File: config.mk
export PLATFORM = sky130hd
export DESIGN_NAME = vram_arbiter
export DESIGN_NICKNAME = d
export VERILOG_FILES = /design/src/rtl/vram_arbiter_pkg.sv /design/src/rtl/vram_arb_tag_fifo.sv /design/src/rtl/vram_arbiter.sv
export SDC_FILE = /design/constraint.sdc
export NUM_CORES = 1
export LEC_CHECK = 0
export CAP_MARGIN = 5
export CORE_UTILIZATION = 30
export CTS_BUF_LIST = sky130_fd_sc_hd__clkbuf_4
export CTS_CLUSTER_SIZE = 24
export DETAILED_ROUTE_END_ITERATION = 8
export DONT_BUFFER_PORTS = 1
export PLACE_DENSITY_LB_ADDON = 0.3
export SYNTH_ARGS = -nofsm -noshare
export SYNTH_HDL_FRONTEND = slang
export SYNTH_HIERARCHICAL = 1
export SYNTH_SLANG_ARGS = --single-unit
File: constraint.sdc
create_clock -name clk -period 3.2 [get_ports clk]
set_input_delay 0.64 -clock clk [delete_from_list [all_inputs] [get_ports clk]]
set_output_delay 0.64 -clock clk [all_outputs]
set_load 0.005 [all_outputs]
File: src/rtl/vram_arbiter_pkg.sv
// ---------------------------------------------------------------------------
// vram_arbiter_pkg
//   Shared types for the VRAM arbiter: FSM state encoding, arbitration
//   winner encoding and the port ids stored in the read-tag FIFO.
// ---------------------------------------------------------------------------
package vram_arbiter_pkg;

    typedef enum logic [1:0] {
        ST_IDLE  = 2'd0,
        ST_ISSUE = 2'd1,
        ST_GAP   = 2'd2
    } state_t;

    typedef enum logic [1:0] {
        WIN_NONE    = 2'd0,
        WIN_REFRESH = 2'd1,
        WIN_A       = 2'd2,
        WIN_B       = 2'd3
    } winner_t;

    // Port id recorded per outstanding read; routes returning data.
    localparam logic PORT_A = 1'b0;
    localparam logic PORT_B = 1'b1;

endpackage

File: src/rtl/vram_arb_tag_fifo.sv
// ---------------------------------------------------------------------------
// vram_arb_tag_fifo
//   1-bit wide FIFO holding the issuing port id of each outstanding read.
//   DEPTH must be a power of two so the pointers wrap naturally.
// Ports:
//   clk, reset_n  clock, asynchronous active-low reset (flushes the FIFO)
//   push, din     write one tag (ignored when full)
//   pop           discard the head tag (ignored when empty)
//   dout          head tag, valid while !empty
//   full, empty   occupancy flags
// ---------------------------------------------------------------------------
module vram_arb_tag_fifo #(
    parameter int DEPTH = 4
) (
    input  logic clk,
    input  logic reset_n,
    input  logic push,
    input  logic din,
    input  logic pop,
    output logic dout,
    output logic full,
    output logic empty
);

    localparam int PW = (DEPTH > 1) ? $clog2(DEPTH) : 1;
    localparam logic [PW:0] FULL_COUNT = (PW + 1)'(DEPTH);

    logic          mem [DEPTH];
    logic [PW-1:0] wr_ptr;
    logic [PW-1:0] rd_ptr;
    logic [PW:0]   count;
    logic          do_push;
    logic          do_pop;

    assign full    = (count == FULL_COUNT);
    assign empty   = (count == '0);
    assign do_push = push && !full;
    assign do_pop  = pop && !empty;
    assign dout    = mem[rd_ptr];

    // NOTE: sequential state uses non-blocking (<=) so every register samples
    // pre-edge values; blocking here would create order-dependent races.
    always_ff @(posedge clk or negedge reset_n) begin
        if (!reset_n) begin
            wr_ptr <= '0;
            rd_ptr <= '0;
            count  <= '0;
        end else begin
            if (do_push) wr_ptr <= wr_ptr + 1'b1;
            if (do_pop)  rd_ptr <= rd_ptr + 1'b1;
            if (do_push && !do_pop)      count <= count + 1'b1;
            else if (do_pop && !do_push) count <= count - 1'b1;
        end
    end

    // NOTE: storage is deliberately not reset; the pointers and count define
    // which entries are meaningful, so resetting the array only costs logic.
    always_ff @(posedge clk) begin
        if (do_push) mem[wr_ptr] <= din;
    end

endmodule

File: src/rtl/vram_arbiter.sv
// ---------------------------------------------------------------------------
// vram_arbiter
//   Shares the single ip_sdram command port between port A (VDP display /
//   refresh, timing-critical) and port B (command engine / CPU). Enforces a
//   fixed command slot, refresh priority, anti-starvation of B, and routes
//   in-order read data back to the issuing port.
// Ports:
//   clk, reset_n                 clock, asynchronous active-low reset
//   sdram_init_busy              no command is issued while high
//   a_* / b_*                    requester ports (valid/ready handshake,
//                                address, write, wdata, mask, rdata, rdata_en)
//   a_refresh                    refresh request pulse
//   sdram_*                      ip_sdram command/data interface
//   err_orphan                   sticky: read data returned with no tag
// ---------------------------------------------------------------------------
module vram_arbiter
    import vram_arbiter_pkg::*;
#(
    parameter int SLOT_CYCLES  = 8,
    parameter int STARVE_LIMIT = 4,
    parameter int TAG_DEPTH    = 4
) (
    input  logic        clk,
    input  logic        reset_n,
    input  logic        sdram_init_busy,

    input  logic [20:0] a_address,
    input  logic        a_valid,
    output logic        a_ready,
    input  logic        a_write,
    input  logic [31:0] a_wdata,
    input  logic [3:0]  a_wdata_mask,
    input  logic        a_refresh,
    output logic [31:0] a_rdata,
    output logic        a_rdata_en,

    input  logic [20:0] b_address,
    input  logic        b_valid,
    output logic        b_ready,
    input  logic        b_write,
    input  logic [31:0] b_wdata,
    input  logic [3:0]  b_wdata_mask,
    output logic [31:0] b_rdata,
    output logic        b_rdata_en,

    output logic [20:0] sdram_address,
    output logic        sdram_valid,
    output logic        sdram_write,
    output logic        sdram_refresh,
    output logic [31:0] sdram_wdata,
    output logic [3:0]  sdram_wdata_mask,
    input  logic [31:0] sdram_rdata,
    input  logic        sdram_rdata_en,

    output logic        err_orphan
);

    // GAP holds SLOT_CYCLES-2 cycles so ISSUE + GAP + IDLE spans one slot.
    localparam logic [3:0] GAP_LOAD   = 4'(SLOT_CYCLES - 2);
    localparam logic [3:0] STARVE_MAX = 4'(STARVE_LIMIT);

    state_t     state_q, state_d;
    logic [3:0] gap_cnt_q, gap_cnt_d;
    logic [3:0] starve_q;
    logic       refresh_pend_q;
    logic       cmd_refresh_q;
    logic       err_orphan_q;
    winner_t    win;

    logic       a_accept, b_accept;
    logic       grant;
    logic       tag_push, tag_pop, tag_din, tag_dout, tag_full, tag_empty;

    // ---------------- arbitration (IDLE only) ----------------
    // NOTE: every always_comb output gets a default first so no path leaves
    // it unassigned, which would otherwise infer a latch.
    always_comb begin
        win = WIN_NONE;
        if (state_q == ST_IDLE && !sdram_init_busy) begin
            if (refresh_pend_q)                        win = WIN_REFRESH;
            else if (b_valid && starve_q == STARVE_MAX) win = WIN_B;
            else if (a_valid)                          win = WIN_A;
            else if (b_valid)                          win = WIN_B;
        end
    end

    // Reads need a free tag slot; writes never do.
    assign a_ready  = (win == WIN_A) && (a_write || !tag_full);
    assign b_ready  = (win == WIN_B) && (b_write || !tag_full);
    assign a_accept = a_valid && a_ready;
    assign b_accept = b_valid && b_ready;
    assign grant    = (win == WIN_REFRESH) || a_accept || b_accept;

    // ---------------- FSM ----------------
    always_comb begin
        state_d       = state_q;
        gap_cnt_d     = gap_cnt_q;
        sdram_valid   = 1'b0;
        sdram_refresh = 1'b0;
        unique case (state_q)
            ST_IDLE: begin
                if (grant) state_d = ST_ISSUE;
            end
            ST_ISSUE: begin
                sdram_valid   = !cmd_refresh_q;
                sdram_refresh = cmd_refresh_q;
                if (GAP_LOAD == 4'd0) begin
                    state_d = ST_IDLE;
                end else begin
                    state_d   = ST_GAP;
                    gap_cnt_d = GAP_LOAD;
                end
            end
            ST_GAP: begin
                gap_cnt_d = gap_cnt_q - 4'd1;
                if (gap_cnt_q <= 4'd1) state_d = ST_IDLE;
            end
            default: state_d = ST_IDLE;
        endcase
    end

    always_ff @(posedge clk or negedge reset_n) begin
        if (!reset_n) begin
            state_q   <= ST_IDLE;
            gap_cnt_q <= '0;
        end else begin
            state_q   <= state_d;
            gap_cnt_q <= gap_cnt_d;
        end
    end

    // ---------------- command register ----------------
    // Loaded on accept; holds its value outside ISSUE.
    always_ff @(posedge clk or negedge reset_n) begin
        if (!reset_n) begin
            sdram_address    <= '0;
            sdram_write      <= 1'b0;
            sdram_wdata      <= '0;
            sdram_wdata_mask <= '0;
            cmd_refresh_q    <= 1'b0;
        end else if (a_accept) begin
            sdram_address    <= a_address;
            sdram_write      <= a_write;
            sdram_wdata      <= a_wdata;
            sdram_wdata_mask <= a_wdata_mask;
            cmd_refresh_q    <= 1'b0;
        end else if (b_accept) begin
            sdram_address    <= b_address;
            sdram_write      <= b_write;
            sdram_wdata      <= b_wdata;
            sdram_wdata_mask <= b_wdata_mask;
            cmd_refresh_q    <= 1'b0;
        end else if (win == WIN_REFRESH) begin
            cmd_refresh_q    <= 1'b1;
        end
    end

    // ---------------- refresh, starvation, orphan ----------------
    always_ff @(posedge clk or negedge reset_n) begin
        if (!reset_n) begin
            refresh_pend_q <= 1'b0;
            starve_q       <= '0;
            err_orphan_q   <= 1'b0;
        end else begin
            // A pulse coinciding with the refresh strobe re-arms the request.
            refresh_pend_q <= a_refresh || (refresh_pend_q && !sdram_refresh);

            if (!b_valid || b_accept)
                starve_q <= '0;
            else if (a_accept && starve_q != STARVE_MAX)
                starve_q <= starve_q + 4'd1;

            if (sdram_rdata_en && tag_empty) err_orphan_q <= 1'b1;
        end
    end

    assign err_orphan = err_orphan_q;

    // ---------------- read tag tracking ----------------
    assign tag_push = (a_accept && !a_write) || (b_accept && !b_write);
    assign tag_din  = b_accept ? PORT_B : PORT_A;
    assign tag_pop  = sdram_rdata_en && !tag_empty;

    vram_arb_tag_fifo #(
        .DEPTH (TAG_DEPTH)
    ) u_tag_fifo (
        .clk     (clk),
        .reset_n (reset_n),
        .push    (tag_push),
        .din     (tag_din),
        .pop     (tag_pop),
        .dout    (tag_dout),
        .full    (tag_full),
        .empty   (tag_empty)
    );

    // Return data is routed in the same cycle it arrives.
    assign a_rdata_en = tag_pop && (tag_dout == PORT_A);
    assign b_rdata_en = tag_pop && (tag_dout == PORT_B);
    assign a_rdata    = sdram_rdata;
    assign b_rdata    = sdram_rdata;

endmodule
==> out/summary.txt <==
Count of standard-cell rows: 43
GRT Overall Usage: 0.1366
Drt total wl: 10.34 mm
Worst r2r src: state_q[0]
Synth warn: 6
Die height: 123.1 um
Mapped cell area: 4402 um^2
Worst path cell trace: inv_1, ha_1, nor3b_2, nand4_1, buf_6, clkinv_2
Post-synth ARST share: 0.9512
Layout cells sized above 1: 0.07820
Max incr delay on CP: 0.43 ns
WL per Instance: 17.17 um
PnR worst setup slack: 0.1993 ns
Pwr dens: 793.0 nW/um^2
LEAKAGE: 1.859 nW
Sequential area share after synthesis: 0.4707
CP Data Arrival Time: 2.36 ns
Vias in the first global route: 3,024
Critical path startpoint: state_q[0]
Startpoint Class: flop
Placed Area: 4099 um^2
Unique masters post-synth: 39
Status: finished clean
#FFs+latches synth: 82
Total power draw: 0.003372 W
Critical path data required time: 2.56 ns
Nets: 587
Synth top area cells: dfrtp_1, buf_4, a21oi_1, nor2_1, ha_1
Area share of the largest cell type after synthesis: 0.4434
Sinks on the clock net: 82
CTS tree: done
Post-Syn Instances: 488
Synth Area per Inst: 9.020 um^2
Die ar.: 15,160 um^2
ANT nets after route: 0
Vias: 3,078
Worst Path Buf+Inv: 3
RD Place Congestion: 0.7661
Number of top-level pins: 284
CP Capture Type: output pin
TNS Setup: 0 ns
Final critical-path share of the clock period: 0.9377
Vias per cell: 5.113
Antenna Cells: 0
Setup violators final: 0
Post-route DRC: 0
Max Slew Vio Count: 0
Fin crit period: 3.001 ns
First-pass GRT wire length: 15.36 mm
Critical path class: reg -> out
Area growth, synth to finish: -3.411%
HP Class: in -> async
Worst VDD drop: 0.0002568 V
Crit path max-delay family: buffers and inverters
Critical Path Stages: 6
Port bufs: 0
EDFF count, synth: 4
Slew @ Worst Pin: 0.6697 ns
CTS H-tree lvls: 3
Place WS: 0.4637 ns
CP Capture Point: a_ready
R2R Path End: u_tag_fifo/count[2]
Fmax: 0.3333 GHz
Reg2reg setup slack: 0.40 ns
Initial antenna violation count: 0
RSZ-0062 raised after global routing: false
Largest net degree at the start of global routing: 79
CTS Buf Count: 9
Post-Syn Nets: 658
CTS max path bufs: 2
Router iterations before antenna repair: 4
Area leader, netlist: dfrtp_1
Register-to-Register Path Depth: 12
Dpl hpwl: 7.061 mm
Skew final: 0.02242 ns
CP max FO: 59
Crit-path slowest cell: dfrtp_1
Filler cells: 1,517
Clock slew at reported path FFs: 0.14 ns
Grt ovf: 0
Synth Flop Type: dfrtp_1
Initial DRC Count: 168
Clk Latency, worst-skew pair: 0.46 ns
Fin. Hold Viols: 0
Final instance area: 4252 um^2
Starting density of the core: 0.3123
Die extent in x: 123.1 um
# Max-Cap Violations: 0
CTS root buffer: clkbuf_4
Rel. slew slack: 0.5536
Core area: 14,100 um^2
cells in the mapped netlist, types with 2 or more instances:
cell      instances
xnor2_1           5
a21oi_1          83
or3_1             3
and2_1            5
clkbuf_1         12
a21o_1            2
o21ai_0           5
buf_2            12
buf_4            64
inv_1            17
nand3_1           4
nand4b_1          2
nor2b_1           4
ha_1             14
nand2b_1          3
xor2_1            2
nor3b_2           2
nor3_1           20
mux2i_1           2
edfxtp_1          4
nor2_1           64
o22ai_1          19
dfrtp_1          78
mux2_2            3
nand2_1          44
a31oi_1           2
flip-flops by register name, indices dropped and copies added (netlist names):
register,flops
cmd_refresh_q,1
err_orphan,1
gap_cnt_q,4
refresh_pend_q,1
sdram_address,21
sdram_wdata,32
sdram_wdata_mask,4
sdram_write,1
starve_q,4
state_q,2
u_tag_fifo/count,3
u_tag_fifo/mem,4
u_tag_fifo/rd_ptr,2
u_tag_fifo/wr_ptr,2
stage by stage:
step                std cells    util  hold slack, ns
global route              602  0.3016         0.03183
CTS                       602  0.3013         0.02794
detailed placement        585  0.2908          0.3463
floorplan                 488       -          0.3444
global placement          585  0.2908          0.3463
finish                    602  0.3016         0.06863
layout make-up:
class,instances,area (um^2),share of cell area
well taps,180,225.2,0.05297
inverters,19,72.57,0.01707
clock buffers,9,67.56,0.01589
clock inverters,7,52.55,0.01236
multi-input cells,298,1673,0.3935
repair buffers,7,88.84,0.02089
flip-flops and latches,82,2072,0.4873
cell families (layout without fill, tap and decap cells):
| group | Yosys count | after routing | synth area share |
|---|---|---|---|
| multiplexers | 7 | 7 | 0.02075 |
| flip-flops | 82 | 82 | 0.4707 |
| adder cells (fa/ha/maj) | 15 | 15 | 0.04434 |
| AO/OA/AOI/OAI | 116 | 116 | 0.1447 |
| buffers and inverters | 108 | 42 | 0.1518 |
| XOR/XNOR | 7 | 7 | 0.01393 |
| AND/OR/NAND/NOR | 153 | 153 | 0.1538 |
layout by cell type, fill, tap and decap left out, types with 2 or more instances in the layout:
master    instances
nand2b_1          3
o22ai_1          19
nor2b_1           4
or3_1             3
nor3_1           20
and2_1            5
dfrtp_1          78
buf_4             4
clkinv_2          3
clkbuf_4          9
nor2_1           64
mux2_2            3
nand2_1          44
mux2i_1           2
edfxtp_1          4
inv_6             3
xnor2_1           5
nor3b_2           2
xor2_1            2
a21o_1            2
a31oi_1           2
a21oi_1          83
o21ai_0           5
nand3_1           4
inv_1            17
ha_1             14
nand4b_1          2
routing by layer:
metal  track usage  share of wire  up-vias
met2        0.2308           0.50      145
met1        0.1431           0.38     1474
met5             0              0        -
li1              -              -     1432
met4       0.07003          0.022        0
met3       0.06089          0.094       27
timing repair:
item / 4_1_cts / 5_1_grt
endpoints found under the setup margin: 0 / 1
hold buffers: 1 / 0
endpoints found under the hold margin: 78 / 0
resized for setup: 0 / 2
buffers inserted: 0 / 0
power breakdown:
part	internal, W	switching, W	leakage (nW)
clock network	0.000166	0.000393	0.0671
logic	0.000422	0.000483	0.829
registers	0.00150	0.000409	0.963
worst min path at each step:
| stage | end | start | depth (start not counted) |
|---|---|---|---|
| floorplan | cmd_refresh_q | reset_n | 0 |
| global placement | gap_cnt_q[0] | reset_n | 0 |
| detailed placement | gap_cnt_q[0] | reset_n | 0 |
| CTS | sdram_address[6] | reset_n | 1 |
| global route | sdram_address[6] | reset_n | 1 |
| finish | u_tag_fifo/wr_ptr[0] | reset_n | 1 |
(Power assumes the default switching activity.)
